**config.mk**
```make
export PLATFORM = sky130hd
export DESIGN_NAME = dac8531_frame_rx_flat
export DESIGN_NICKNAME = d
export VERILOG_FILES = /design/src/rtl/dac8531_frame_rx_if.sv /design/src/rtl/dac8531_frame_rx.sv /design/src/flat_wrapper.sv
export SDC_FILE = /design/constraint.sdc
export NUM_CORES = 1
export LEC_CHECK = 0
export ABC_AREA = 1
export BUFFER_PORTS_ARGS = -buffer_cell sky130_fd_sc_hd__buf_2
export CAP_MARGIN = 20
export CORE_ASPECT_RATIO = 2
export CORE_MARGIN = 3
export CORE_UTILIZATION = 53
export CTS_BUF_LIST = sky130_fd_sc_hd__clkbuf_8
export CTS_CLUSTER_SIZE = 10
export DETAILED_ROUTE_END_ITERATION = 6
export GPL_ROUTABILITY_DRIVEN = 0
export GPL_TIMING_DRIVEN = 0
export PLACE_DENSITY = 0.78
export REMOVE_ABC_BUFFERS = 1
export SLEW_MARGIN = 40
export SYNTH_ARGS = -nofsm -noshare
export SYNTH_HDL_FRONTEND = slang
export SYNTH_SLANG_ARGS = --single-unit
```
**constraint.sdc**
```tcl
create_clock -name clk_100M -period 2.6 [get_ports clk_100M]
set_input_delay 0.39 -clock clk_100M [delete_from_list [all_inputs] [get_ports clk_100M]]
set_output_delay 0.39 -clock clk_100M [all_outputs]
set_load 0.1 [all_outputs]
```
**src/rtl/dac8531_frame_rx_if.sv**
```systemverilog
// dac8531_frame_rx_if
// Groups the DAC8531 serial pins and the decoded-frame outputs into one bundle.
//   master : drives SYNC/SCLK/DIN, observes the decoded outputs (serial source / bench)
//   slave  : receives SYNC/SCLK/DIN, drives the decoded outputs (the receiver)
// Signals:
//   SYNC      frame select, active low
//   SCLK      serial clock, data valid on its falling edge
//   DIN       serial data, MSB (DB23) first
//   data      D15..D0 of the last complete frame
//   pd        PD1,PD0 of the last complete frame
//   hdr       DB23..DB18 of the last complete frame
//   valid     one-cycle pulse when data/pd/hdr update
//   frame_err one-cycle pulse on an aborted frame
//   frame_cnt count of good frames, wraps
interface dac8531_frame_rx_if;
  logic        SYNC;
  logic        SCLK;
  logic        DIN;
  logic [15:0] data;
  logic [1:0]  pd;
  logic [5:0]  hdr;
  logic        valid;
  logic        frame_err;
  logic [15:0] frame_cnt;

  modport master (
    output SYNC, SCLK, DIN,
    input  data, pd, hdr, valid, frame_err, frame_cnt
  );

  modport slave (
    input  SYNC, SCLK, DIN,
    output data, pd, hdr, valid, frame_err, frame_cnt
  );
endinterface

```
**src/rtl/dac8531_frame_rx.sv**
```systemverilog
// dac8531_frame_rx
// Oversampling receiver for DAC8531 24-bit write frames. SYNC, SCLK and DIN
// are synchronized into clk_100M, SCLK falling edges are detected on the
// synchronized copy, and a 3-state FSM assembles the frame.
// Ports:
//   clk_100M  sole clock (oversamples the serial pins)
//   rst       asynchronous, active-high reset
//   bus       dac8531_frame_rx_if.slave (serial inputs, decoded outputs)
module dac8531_frame_rx #(
  parameter int SYNC_STAGES = 2,
  parameter int FRAME_BITS  = 24
) (
  input  logic               clk_100M,
  input  logic               rst,
  dac8531_frame_rx_if.slave  bus
);

  // Depths below 2 are clamped up so metastability protection is never lost.
  localparam int SS = (SYNC_STAGES < 2) ? 2 : SYNC_STAGES;
  localparam int CW = $clog2(FRAME_BITS + 1);
  localparam logic [CW-1:0] LAST_CNT = CW'(FRAME_BITS - 1);

  typedef enum logic [1:0] {
    IDLE      = 2'd0,
    SHIFT     = 2'd1,
    DONE_WAIT = 2'd2
  } state_t;

  state_t                  state_q, state_d;
  logic [SS-1:0]           sync_chain_q, sync_chain_d;
  logic [SS-1:0]           sclk_chain_q, sclk_chain_d;
  logic [SS-1:0]           din_chain_q, din_chain_d;
  logic                    sclk_prev_q, sclk_prev_d;
  logic [FRAME_BITS-1:0]   sr_q, sr_d;
  logic [CW-1:0]           bit_cnt_q, bit_cnt_d;
  logic [15:0]             data_q, data_d;
  logic [1:0]              pd_q, pd_d;
  logic [5:0]              hdr_q, hdr_d;
  logic                    valid_q, valid_d;
  logic                    frame_err_q, frame_err_d;
  logic [15:0]             frame_cnt_q, frame_cnt_d;

  logic                    sync_s, sclk_s, din_s, sclk_fall;
  logic [FRAME_BITS-1:0]   sr_shift;

  assign sync_s    = sync_chain_q[SS-1];
  assign sclk_s    = sclk_chain_q[SS-1];
  assign din_s     = din_chain_q[SS-1];
  assign sclk_fall = sclk_prev_q & ~sclk_s;
  // Register contents as they will be once the current bit is shifted in;
  // the 24th edge loads the outputs straight from this so valid lands one
  // cycle after the edge.
  assign sr_shift  = {sr_q[FRAME_BITS-2:0], din_s};

  always_comb begin
    sync_chain_d = {sync_chain_q[SS-2:0], bus.SYNC};
    sclk_chain_d = {sclk_chain_q[SS-2:0], bus.SCLK};
    din_chain_d  = {din_chain_q[SS-2:0], bus.DIN};
    sclk_prev_d  = sclk_s;

    state_d      = state_q;
    sr_d         = sr_q;
    bit_cnt_d    = bit_cnt_q;
    data_d       = data_q;
    pd_d         = pd_q;
    hdr_d        = hdr_q;
    frame_cnt_d  = frame_cnt_q;
    valid_d      = 1'b0;
    frame_err_d  = 1'b0;

    case (state_q)
      IDLE: begin
        // Any SCLK edge seen while entering SHIFT is deliberately dropped.
        if (!sync_s) begin
          state_d   = SHIFT;
          sr_d      = '0;
          bit_cnt_d = '0;
        end
      end
      SHIFT: begin
        // The edge is checked before SYNC so a final edge coincident with
        // SYNC rising still completes the frame.
        if (sclk_fall) begin
          sr_d      = sr_shift;
          bit_cnt_d = bit_cnt_q + CW'(1);
          if (bit_cnt_q == LAST_CNT) begin
            state_d     = DONE_WAIT;
            data_d      = sr_shift[15:0];
            pd_d        = sr_shift[17:16];
            hdr_d       = sr_shift[23:18];
            valid_d     = 1'b1;
            frame_cnt_d = frame_cnt_q + 16'd1;
          end
        end else if (sync_s) begin
          state_d     = IDLE;
          frame_err_d = (bit_cnt_q != '0);
        end
      end
      DONE_WAIT: begin
        if (sync_s) state_d = IDLE;
      end
      default: state_d = IDLE;
    endcase
  end

  always_ff @(posedge clk_100M or posedge rst) begin
    if (rst) begin
      sync_chain_q <= '1;
      sclk_chain_q <= '0;
      din_chain_q  <= '0;
      sclk_prev_q  <= 1'b0;
      state_q      <= IDLE;
      sr_q         <= '0;
      bit_cnt_q    <= '0;
      data_q       <= '0;
      pd_q         <= '0;
      hdr_q        <= '0;
      valid_q      <= 1'b0;
      frame_err_q  <= 1'b0;
      frame_cnt_q  <= '0;
    end else begin
      sync_chain_q <= sync_chain_d;
      sclk_chain_q <= sclk_chain_d;
      din_chain_q  <= din_chain_d;
      sclk_prev_q  <= sclk_prev_d;
      state_q      <= state_d;
      sr_q         <= sr_d;
      bit_cnt_q    <= bit_cnt_d;
      data_q       <= data_d;
      pd_q         <= pd_d;
      hdr_q        <= hdr_d;
      valid_q      <= valid_d;
      frame_err_q  <= frame_err_d;
      frame_cnt_q  <= frame_cnt_d;
    end
  end

  assign bus.data      = data_q;
  assign bus.pd        = pd_q;
  assign bus.hdr       = hdr_q;
  assign bus.valid     = valid_q;
  assign bus.frame_err = frame_err_q;
  assign bus.frame_cnt = frame_cnt_q;

endmodule

```
**src/flat_wrapper.sv**
```systemverilog
// flat-port wrapper written by rule: the top's interface ports become plain ports
module dac8531_frame_rx_flat 
#(
  parameter int SYNC_STAGES = 2,
  parameter int FRAME_BITS  = 24
)
  (clk_100M, rst, bus_SYNC, bus_SCLK, bus_DIN, bus_data, bus_pd, bus_hdr, bus_valid, bus_frame_err, bus_frame_cnt);
  dac8531_frame_rx_if bus_i ();
  input  logic clk_100M;
  input  logic rst;
  input wire logic [$bits(bus_i.SYNC)-1:0] bus_SYNC;
  input wire logic [$bits(bus_i.SCLK)-1:0] bus_SCLK;
  input wire logic [$bits(bus_i.DIN)-1:0] bus_DIN;
  output wire logic [$bits(bus_i.data)-1:0] bus_data;
  output wire logic [$bits(bus_i.pd)-1:0] bus_pd;
  output wire logic [$bits(bus_i.hdr)-1:0] bus_hdr;
  output wire logic [$bits(bus_i.valid)-1:0] bus_valid;
  output wire logic [$bits(bus_i.frame_err)-1:0] bus_frame_err;
  output wire logic [$bits(bus_i.frame_cnt)-1:0] bus_frame_cnt;
  assign bus_i.SYNC = bus_SYNC;
  assign bus_i.SCLK = bus_SCLK;
  assign bus_i.DIN = bus_DIN;
  assign bus_data = bus_i.data;
  assign bus_pd = bus_i.pd;
  assign bus_hdr = bus_i.hdr;
  assign bus_valid = bus_i.valid;
  assign bus_frame_err = bus_i.frame_err;
  assign bus_frame_cnt = bus_i.frame_cnt;
  dac8531_frame_rx #(.SYNC_STAGES(SYNC_STAGES), .FRAME_BITS(FRAME_BITS)) u_core (.clk_100M(clk_100M), .rst(rst), .bus(bus_i));
endmodule
```
==> results of run 1 <==
-- cells in the mapped netlist (3+ instances only) --
| master | n | area share |
|---|---|---|
| buf_6 | 4 | 0.013 |
| nand2_1 | 77 | 0.087 |
| xor2_1 | 4 | 0.010 |
| xnor2_1 | 3 | 0.0079 |
| nor2_2 | 3 | 0.0056 |
| inv_1 | 42 | 0.047 |
| dfrtp_1 | 77 | 0.58 |
| nand2_2 | 4 | 0.0075 |
| nand3_1 | 11 | 0.016 |
| inv_2 | 8 | 0.0090 |
| nor2_1 | 16 | 0.018 |
| nor2_4 | 5 | 0.017 |
| o21ai_2 | 6 | 0.016 |
| nand3b_1 | 3 | 0.0067 |
| ha_1 | 3 | 0.011 |
| o21ai_1 | 21 | 0.031 |
| clkbuf_1 | 3 | 0.0034 |
| nand4_1 | 3 | 0.0056 |
| a21oi_1 | 3 | 0.0045 |
| o22ai_1 | 22 | 0.041 |
-- area by class of cell --
| cell class | instances | area (µm²) | share of cell area |
|---|---|---|---|
| Inverter | 50 | 193 | 0.0510 |
| Clock inverter | 6 | 32.5 | 0.00862 |
| Timing Repair Buffer | 47 | 258 | 0.0683 |
| Sequential cell | 79 | 1980 | 0.524 |
| Clock buffer | 9 | 124 | 0.0328 |
| Multi-Input combinational cell | 195 | 1080 | 0.287 |
| Tap cell | 84 | 105 | 0.0278 |
-- registers in the layout (all words and copies together) (netlist names) --
signal	cells
u_core.sync_chain_q	2
u_core.din_chain_q	2
u_core.bus.valid	1
u_core.sclk_prev_q	1
u_core.bus.frame_err	1
u_core.bus.pd	2
u_core.bus.hdr	6
u_core.state_q	2
u_core.sr_q	23
u_core.bit_cnt_q	5
u_core.sclk_chain_q	2
u_core.bus.data	16
u_core.bus.frame_cnt	16
-- metrics by stage --
stage	hold slack [ps]	setup WS [ps]
global placement	333	-673
CTS	0.417	684
finish	8.43	691
floorplan	331	190
detailed placement	335	691
global route	3.95	492
-- critical path, delay by kind of cell (launching register included) --
family / cells / cell delay, ps
AND/OR/NAND/NOR: 3 / 940
flip-flops: 1 / 410
AO/OA/AOI/OAI: 2 / 310
buffers and inverters: 1 / 100
-- worst max-delay path by stage --
stage | from | endpoint | slack, ps | depth (start not counted)
6_report | u_core.state_q[0] | u_core.bit_cnt_q[2] | 690 | 6
5_1_grt | u_core.sclk_chain_q[1] | u_core.bit_cnt_q[2] | 490 | 7
4_1_cts | u_core.sclk_chain_q[1] | u_core.bit_cnt_q[2] | 680 | 7
3_5_place_dp | u_core.sclk_chain_q[1] | u_core.bit_cnt_q[2] | 690 | 7
3_3_place_gp | rst | u_core.bus.data[4] | -670 | 2
2_1_floorplan | rst | u_core.bit_cnt_q[0] | 190 | 1
-- logic make-up (layout without fill, tap and decap cells) --
kind of cell | count (synthesis) | count (layout) | synth area share
flip-flops | 79 | 79 | 0.593
AO/OA/AOI/OAI | 56 | 56 | 0.101
buffers and inverters | 61 | 112 | 0.0829
adder cells (fa/ha/maj) | 3 | 3 | 0.0112
AND/OR/NAND/NOR | 127 | 127 | 0.183
XOR/XNOR | 9 | 9 | 0.0281
-- where the power goes --
part,internal [W],total (W),switching (W)
clock network,0.000331,0.000736,0.000406
logic,0.0000292,0.000116,0.0000866
registers,0.00125,0.00126,0.0000137
total,0.00161,0.00212,0.000506
-- routing by layer --
layer  wire (µm)  vias to the layer above  global-route usage  part of all wire
met1        2440                     1156               0.225              0.39
met5           0                        -                   0                 0
met4         189                        0               0.108             0.030
met3         304                       16              0.0532             0.048
li1            -                     1159                   -                 -
met2        3400                       60               0.322              0.54
==> results.py, run 1 <==
metrics = {
    "run_status": {
        "outcome": "complete, no violations",
    },
    "timing": {
        "worst_clock_skew_ps": 12.2,
        "slew_headroom": 0.508,
        "period_share": 0.734,
        "worst_slew_pin_slew_ps": 738,
        "rsz0062_at_grt": "false",
        "setup_tns_ps": 0,
        "max_clock_freq_ghz": 0.524,
        "finalMaxSlewViolations": 0,
        "fin_crit_ps": 1910,
        "setup_viol": 0,
        "hold_viol_final": 0,
    },
    "clocking": {
        "cts_tree": "built",
        "htree_levels": 3,
        "cts_resized": 0,
        "clock_sinks": 79,
        "max-clock-path-buffers": 2,
        "cts_root_buf": "clkbuf_8",
        "clk_latency_ps": 350,
        "clk_pin_slew_ps": 70,
        "cts_buffers": 9,
        "cts_hold_buf": 0,
        "cts_setup_buffers": 0,
    },
    "die": {
        "dieWidth_um": 62.1,
        "start_util": 0.551,
        "io_pins": 47,
        "die_y_um": 118,
        "rows": 40,
        "dieArea_um2": 7340,
        "fp.coreArea_um2": 6060,
    },
    "global_routing": {
        "track_usage": 0.194,
        "grt.overflow.total": 0,
        "grt_pass1_wl_um": 11000,
        "antenna_found_initial": 0,
        "grt_max_degree": 58,
        "first_global_vias": 2354,
    },
    "layout": {
        "nNetsFinal": 390,
        "synthToLayoutAreaGrowth_pct": 13.1,
        "layout_commonest_cell": "dfrtp_1",
        "diodes": 0,
        "stdcell_count": 470,
        "drive_gt1_frac": 0.246,
        "fillCellCount": 510,
        "final_core_util": 0.623,
        "final_cell_mix": "dfrtp_1, nand2_1, buf_2, inv_1, o22ai_1",
        "finalInstanceArea_um2": 3770,
    },
    "synth": {
        "synth_area_um2": 3340,
        "ys.flop_type": "dfrtp_1",
        "ys_seq_elements": 79,
        "async_flop_share": 1.00,
        "syn_inst": 335,
        "synth_edf_count": 0,
        "ys_types": 33,
        "ys_warn_count": 0,
        "seq_area_frac_synth": 0.593,
        "syn-mean-instance-area_um2": 9.96,
    },
    "detailed_routing": {
        "ant_nets": 0,
        "drt_first_pass_iters": 4,
        "wl_per_cell_um": 13.5,
        "finalWirelength_um": 6340,
        "drtIter0Drc": 78,
        "via_per_inst": 5.09,
        "via_count": 2391,
        "drcViolationCount": 0,
    },
    "setup_path": {
        "reg2regPathDepth": 6,
        "timing.rr.start": "u_core.state_q[0]",
        "worst_path_max_delay_cell": "nand2_2",
        "cp-start-kind": "flop",
        "cp_slowest_stage_delay_ps": 470,
        "critical_path_required_ps": 2800,
        "r2r_slack_ps": 690,
        "cp_cell_sequence": "inv_2 > nor2_4 > nand2_2 > nand2_2 > a21oi_1 > a21oi_1",
        "critPathArrivalTime_ps": 2110,
        "critPathCaptureType": "flop",
        "crit-reg2reg-capture": "u_core.bit_cnt_q[2]",
        "critPathMaxFanout": 29,
        "critPathKind": "flop to flop",
    },
    "pwr": {
        "vdd_drop_max_mv": 0.398,
        "p_leak_nw": 1.98,
        "power.density_nw_per_um2": 560,
        "total_power_w": 0.00212,
    },
    "place": {
        "dp_cells": 455,
        "placed_area_um2": 3620,
        "port-buffer-count": 46,
        "dp_hpwl_um": 4440,
    },
    "job": {
        "drv_cap": 0,
    },
    "hold_path": {
        "hold_class": "input port to asynchronous set/reset pin",
    },
}
(Power assumes the default switching activity.)
==> run 2: changes to the inputs <==
--- a/config.mk
+++ b/config.mk
@@ -5,18 +5,18 @@
 export SDC_FILE = /design/constraint.sdc
 export NUM_CORES = 1
 export LEC_CHECK = 0
-export ABC_AREA = 1
+export ABC_AREA = 0
 export BUFFER_PORTS_ARGS = -buffer_cell sky130_fd_sc_hd__buf_2
 export CAP_MARGIN = 20
 export CORE_ASPECT_RATIO = 2
 export CORE_MARGIN = 3
-export CORE_UTILIZATION = 53
+export CORE_UTILIZATION = 52
 export CTS_BUF_LIST = sky130_fd_sc_hd__clkbuf_8
 export CTS_CLUSTER_SIZE = 10
 export DETAILED_ROUTE_END_ITERATION = 6
 export GPL_ROUTABILITY_DRIVEN = 0
 export GPL_TIMING_DRIVEN = 0
-export PLACE_DENSITY = 0.78
+export PLACE_DENSITY = 0.77
 export REMOVE_ABC_BUFFERS = 1
 export SLEW_MARGIN = 40
 export SYNTH_ARGS = -nofsm -noshare
==> constraint.sdc (replaced) <==
create_clock -name clk_100M -period 1.6 [get_ports clk_100M]
set_input_delay 0.24 -clock clk_100M [delete_from_list [all_inputs] [get_ports clk_100M]]
set_output_delay 0.24 -clock clk_100M [all_outputs]
set_load 0.1 [all_outputs]
==> results.py, run 2 <==
metrics = {
    "detailed_routing": {
        "finalWirelength_um": 6970,
        "drt_first_pass_iters": 4,
        "via_count": 2100,
        "ant_nets": 0,
        "via_per_inst": 5.77,
        "drtIter0Drc": 113,
        "drcViolationCount": 0,
        "wl_per_cell_um": 19.1,
    },
    "clocking": {
        "clk_latency_ps": 360,
        "htree_levels": 3,
        "clk_pin_slew_ps": 70,
        "cts_buffers": 9,
        "cts_tree": "built",
        "clock_sinks": 79,
        "cts_root_buf": "clkbuf_8",
        "max-clock-path-buffers": 2,
    },
    "die": {
        "dieWidth_um": 59.9,
        "start_util": 0.549,
        "fp.coreArea_um2": 5520,
        "die_y_um": 114,
        "io_pins": 47,
        "rows": 38,
        "dieArea_um2": 6820,
    },
    "global_routing": {
        "first_global_vias": 2159,
        "grt.overflow.total": 0,
        "track_usage": 0.212,
        "grt_max_degree": 48,
        "grt_pass1_wl_um": 10600,
        "antenna_found_initial": 0,
    },
    "timing": {
        "fin_crit_ps": 1750,
        "max_clock_freq_ghz": 0.572,
        "hold_viol_final": 0,
        "period_share": 1.09,
        "holdWs_ps": 352,
        "slew_headroom": 0.637,
        "worst_slew_pin_slew_ps": 537,
        "setup_tns_ps": -5340,
        "worst_clock_skew_ps": 11.1,
        "setup_viol": 64,
        "finalMaxSlewViolations": 0,
        "rsz0062_at_grt": "true",
        "timing.final.ws_setup_ps": -149,
    },
    "layout": {
        "drive_gt1_frac": 0.467,
        "final_cell_mix": "dfrtp_1, buf_2, mux2_4, a22o_1, buf_4",
        "layout_commonest_cell": "dfrtp_1",
        "synthToLayoutAreaGrowth_pct": 38.9,
        "top_register": "u_core.sr_q",
        "final_core_util": 0.762,
        "finalInstanceArea_um2": 4200,
        "fillCellCount": 338,
        "stdcell_count": 364,
        "diodes": 0,
        "largest_reg_flops": 23,
        "nNetsFinal": 307,
    },
    "synth": {
        "synth_top_area_frac": 0.637,
        "synth_edf_count": 0,
        "synth-simple-area-share": 0.0914,
        "seq_area_frac_synth": 0.654,
        "ys_seq_elements": 79,
        "ys_warn_count": 0,
        "async_flop_share": 1.00,
        "ys_types": 30,
        "synth_top_area_cell": "dfrtp_1",
        "synth-xor-area-share": 0.0492,
        "synth_area_um2": 3030,
        "syn_inst": 213,
        "muxShareOfSynthArea": 0.0964,
        "synth_compound_area_frac": 0.0782,
        "synth_top_family_by_area": "multiplexers",
        "synthAdderAreaFrac": 0.0124,
        "syn-mean-instance-area_um2": 14.2,
        "synth.most_common_cell": "dfrtp_1",
        "ys_top_cells_by_count": "dfrtp_1, mux2_2, a22o_1, xnor2_1",
        "synth_area_leaders": "dfrtp_1, mux2_2, a22o_1",
        "ys.flop_type": "dfrtp_1",
    },
    "pwr": {
        "vdd_drop_max_mv": 1.23,
        "p_leak_nw": 2.16,
        "power.density_nw_per_um2": 987,
    },
    "run_status": {
        "outcome": "finished, violations left",
        "violations": "setup timing",
    },
    "setup_path": {
        "critical_path_required_ps": 1840,
        "critPathArrivalTime_ps": 1990,
        "critPathKind": "flop to flop",
        "critPathCaptureType": "flop",
        "cp-start-kind": "flop",
        "critPathMaxFanout": 8,
    },
    "job": {
        "drv_cap": 0,
    },
    "place": {
        "dp_cells": 316,
        "placed_area_um2": 3420,
        "port-buffer-count": 46,
        "dp_hpwl_um": 3780,
    },
    "hold_path": {
        "hold_class": "flop to flop",
    },
}
==> run 2: cell count changes after synthesis, sizes merged, moves of 2 or more <==
cell,delta
nand3,-7
mux2,+25
nor4,+2
nor2,-16
o22ai,-22
nand3b,-2
inv,-45
buf,-3
nand4,+7
a21oi,-3
nand2,-72
a22o,+23
xnor2,+8
o21ai,-24
==> run 2: per-layer routing <==
metal / GRT usage / vias up / part of all wire
li1: - / 933 / -
met1: 0.254 / 1073 / 0.39
met2: 0.335 / 72 / 0.54
met3: 0.0544 / 22 / 0.049
met4: 0.123 / 0 / 0.028
met5: 0 / - / 0
==> run 2: metrics by stage <==
stage / total power, W / setup slack, ps
global route: 0.00429 / -210
finish: 0.00415 / -149
global placement: 0.00231 / -4080
floorplan: 0.00226 / -2210
CTS: 0.00410 / -77.2
detailed placement: 0.00235 / -485
==> run 2: critical path, cell delays in order (launching register included) <==
cell and delay, ps:
dfrtp_2 420, nand4bb_4 270, buf_6 160, nor2_4 190, buf_6 150, buf_16 130
mux2_4 300
==> run 2: layout make-up <==
class	instances	area [µm²]	area share
repair buffers	83	689	0.164
well taps	60	75.1	0.0179
clock buffers	12	165	0.0393
multi-input cells	121	1190	0.284
clock inverters	4	68.8	0.0164
flip-flops and latches	79	1980	0.472
inverters	5	23.8	0.00566
==> run 2: path summary, 6_finish.rpt <==
path                                            start                        to  slack [ps]  cells past startpoint
worst max-delay path                u_core.state_q[1]        u_core.bus.data[9]        -150                      6
worst min-delay path            u_core.din_chain_q[0]     u_core.din_chain_q[1]         350                      0
worst max register to register      u_core.state_q[1]        u_core.bus.data[9]        -150                      6
worst min register to register  u_core.din_chain_q[0]     u_core.din_chain_q[1]         350                      0
max in group asynchronous                         rst    u_core.sync_chain_q[0]         600                      4
min in group asynchronous                         rst  u_core.bus.frame_cnt[14]         400                      3
==> run 2: timing repair <==
| action | CTS | global route |
|---|---|---|
| buffers inserted | 22 | 3 |
| endpoints found under the setup margin | 44 | 68 |
| resized for setup | 24 | 35 |
| hold buffers | 4 | 0 |
| gates cloned | 1 | 3 |
| pin swaps | 9 | 8 |
| hold endpoints to repair | 34 | 0 |
==> run 2: power breakdown <==
group	switching [W]	leakage, nW	internal, W
registers	0.0000618	1.07	0.00204
clock network	0.000713	0.124	0.000999
logic	0.000184	0.963	0.000148
==> run 2: kinds of logic after synthesis <==
logic type | Yosys count
flip-flops | 79
AND/OR/NAND/NOR | 46
AO/OA/AOI/OAI | 29
multiplexers | 26
XOR/XNOR | 17
buffers and inverters | 13
adder cells (fa/ha/maj) | 3
==> run 3: changes to the inputs <==
==> constraint.sdc (replaced) <==
create_clock -name clk_100M -period 1.6 [get_ports clk_100M]
set_input_delay 0.24 -clock clk_100M [delete_from_list [all_inputs] [get_ports clk_100M]]
set_output_delay 0.24 -clock clk_100M [all_outputs]
set_load 0.01 [all_outputs]
==> results.py, run 3 (same netlist as run 2, synthesis figures left out) <==
metrics = {
    "detailed_routing": {
        "ant_nets": 0,
        "finalWirelength_um": 6970,
        "wl_per_cell_um": 19.2,
        "via_count": 2091,
        "drtIter0Drc": 97,
        "drt_first_pass_iters": 4,
        "via_per_inst": 5.74,
        "drcViolationCount": 0,
    },
    "pwr": {
        "total_power_w": 0.00413,
        "p_leak_nw": 2.16,
        "vdd_drop_max_mv": 1.23,
        "power.density_nw_per_um2": 983,
    },
    "timing": {
        "period_share": 1.09,
        "rsz0062_at_grt": "true",
        "worst_slew_pin_slew_ps": 540,
        "fin_crit_ps": 1750,
        "finalMaxSlewViolations": 0,
        "max_clock_freq_ghz": 0.572,
        "setup_viol": 64,
        "timing.final.ws_setup_ps": -148,
        "slew_headroom": 0.635,
        "worst_clock_skew_ps": 11.2,
        "hold_viol_final": 0,
    },
    "global_routing": {
        "grt_pass1_wl_um": 10600,
        "grt.overflow.total": 0,
        "first_global_vias": 2159,
        "track_usage": 0.212,
        "antenna_found_initial": 0,
        "grt_max_degree": 48,
    },
    "job": {
        "drv_cap": 0,
    },
    "clocking": {
        "htree_levels": 3,
        "clock_sinks": 79,
        "max-clock-path-buffers": 2,
        "cts_buffers": 9,
        "clk_latency_ps": 360,
        "clk_pin_slew_ps": 70,
        "cts_root_buf": "clkbuf_8",
        "cts_tree": "built",
    },
    "place": {
        "place_ws_ps": -485,
        "dp_cells": 316,
        "dp_hpwl_um": 3780,
        "port-buffer-count": 46,
    },
    "die": {
        "start_util": 0.549,
        "die_y_um": 114,
        "dieArea_um2": 6820,
        "dieWidth_um": 59.9,
        "rows": 38,
        "fp.coreArea_um2": 5520,
        "io_pins": 47,
    },
    "layout": {
        "diodes": 0,
        "drive_gt1_frac": 0.467,
        "layout_commonest_cell": "dfrtp_1",
        "largest_reg_flops": 23,
        "nNetsFinal": 307,
        "top_register": "u_core.sr_q",
        "synthToLayoutAreaGrowth_pct": 38.7,
        "stdcell_count": 364,
        "final_cell_mix": "dfrtp_1, buf_2, mux2_4, a22o_1, buf_4",
    },
    "setup_path": {
        "critical_path_required_ps": 1840,
        "cp-start-kind": "flop",
        "critPathArrivalTime_ps": 1990,
        "critPathKind": "flop to flop",
        "critPathCaptureType": "flop",
        "critPathMaxFanout": 8,
        "r2r_slack_ps": -150,
    },
    "hold_path": {
        "hold_class": "flop to flop",
    },
    "run_status": {
        "violations": "setup timing",
        "outcome": "finished, violations left",
    },
}
## run 3: worst paths after layout
path                       cells after the start                   from                  endpoint
hold / removal                                 0  u_core.din_chain_q[0]     u_core.din_chain_q[1]
setup / recovery                               6      u_core.state_q[1]        u_core.bus.data[9]
hold reg to reg                                0  u_core.din_chain_q[0]     u_core.din_chain_q[1]
min in group asynchronous                      3                    rst  u_core.bus.frame_cnt[14]
setup reg to reg                               6      u_core.state_q[1]        u_core.bus.data[9]
max in group asynchronous                      4                    rst    u_core.sync_chain_q[0]
## run 3: timing repair
action,4_1_cts,5_1_grt
resized for setup,24,33
hold endpoints to repair,34,0
setup buffers,22,3
pin swaps,9,8
endpoints found under the setup margin,44,68
hold buffers,4,0
gates cloned,1,3
## run 3: area by class of cell
type	instances	area [µm²]
well taps	60	75.1
clock inverters	4	68.8
repair buffers	83	684
clock buffers	12	165
fillers	340	1320
flip-flops and latches	79	1980
multi-input cells	121	1190
inverters	5	23.8
## run 3: worst max-delay path, stage by stage (launching register included)
cell and delay, ps:
dfrtp_2 420, nand4bb_4 270, buf_6 160, nor2_4 190, buf_6 150, buf_16 130
mux2_4 300
## run 3: power by group
group	total, W	switching (W)	internal, W
clock	0.00171	0.000716	0.000999
combinational	0.000309	0.000161	0.000148
sequential	0.00210	0.0000616	0.00204
total	0.00413	0.000939	0.00319
## run 3: through the flow
stage	cell area, µm²	utilization	hold slack, ps	TNS [ps]
finish	4200	0.761	352	-5340
global route	4200	0.761	359	-10040
CTS	4010	0.726	356	-2650
detailed placement	3420	0.620	246	-14260
global placement	3290	0.597	333	-287110
floorplan	2990	-	244	-144130
## run 3: per-layer routing
| layer | track usage | routed length (µm) | vias to the layer above |
|---|---|---|---|
| met2 | 0.335 | 3700 | 76 |
| met3 | 0.0544 | 329 | 22 |
| li1 | - | - | 935 |
| met4 | 0.123 | 217 | 0 |
| met5 | 0 | 0 | - |
| met1 | 0.254 | 2720 | 1058 |
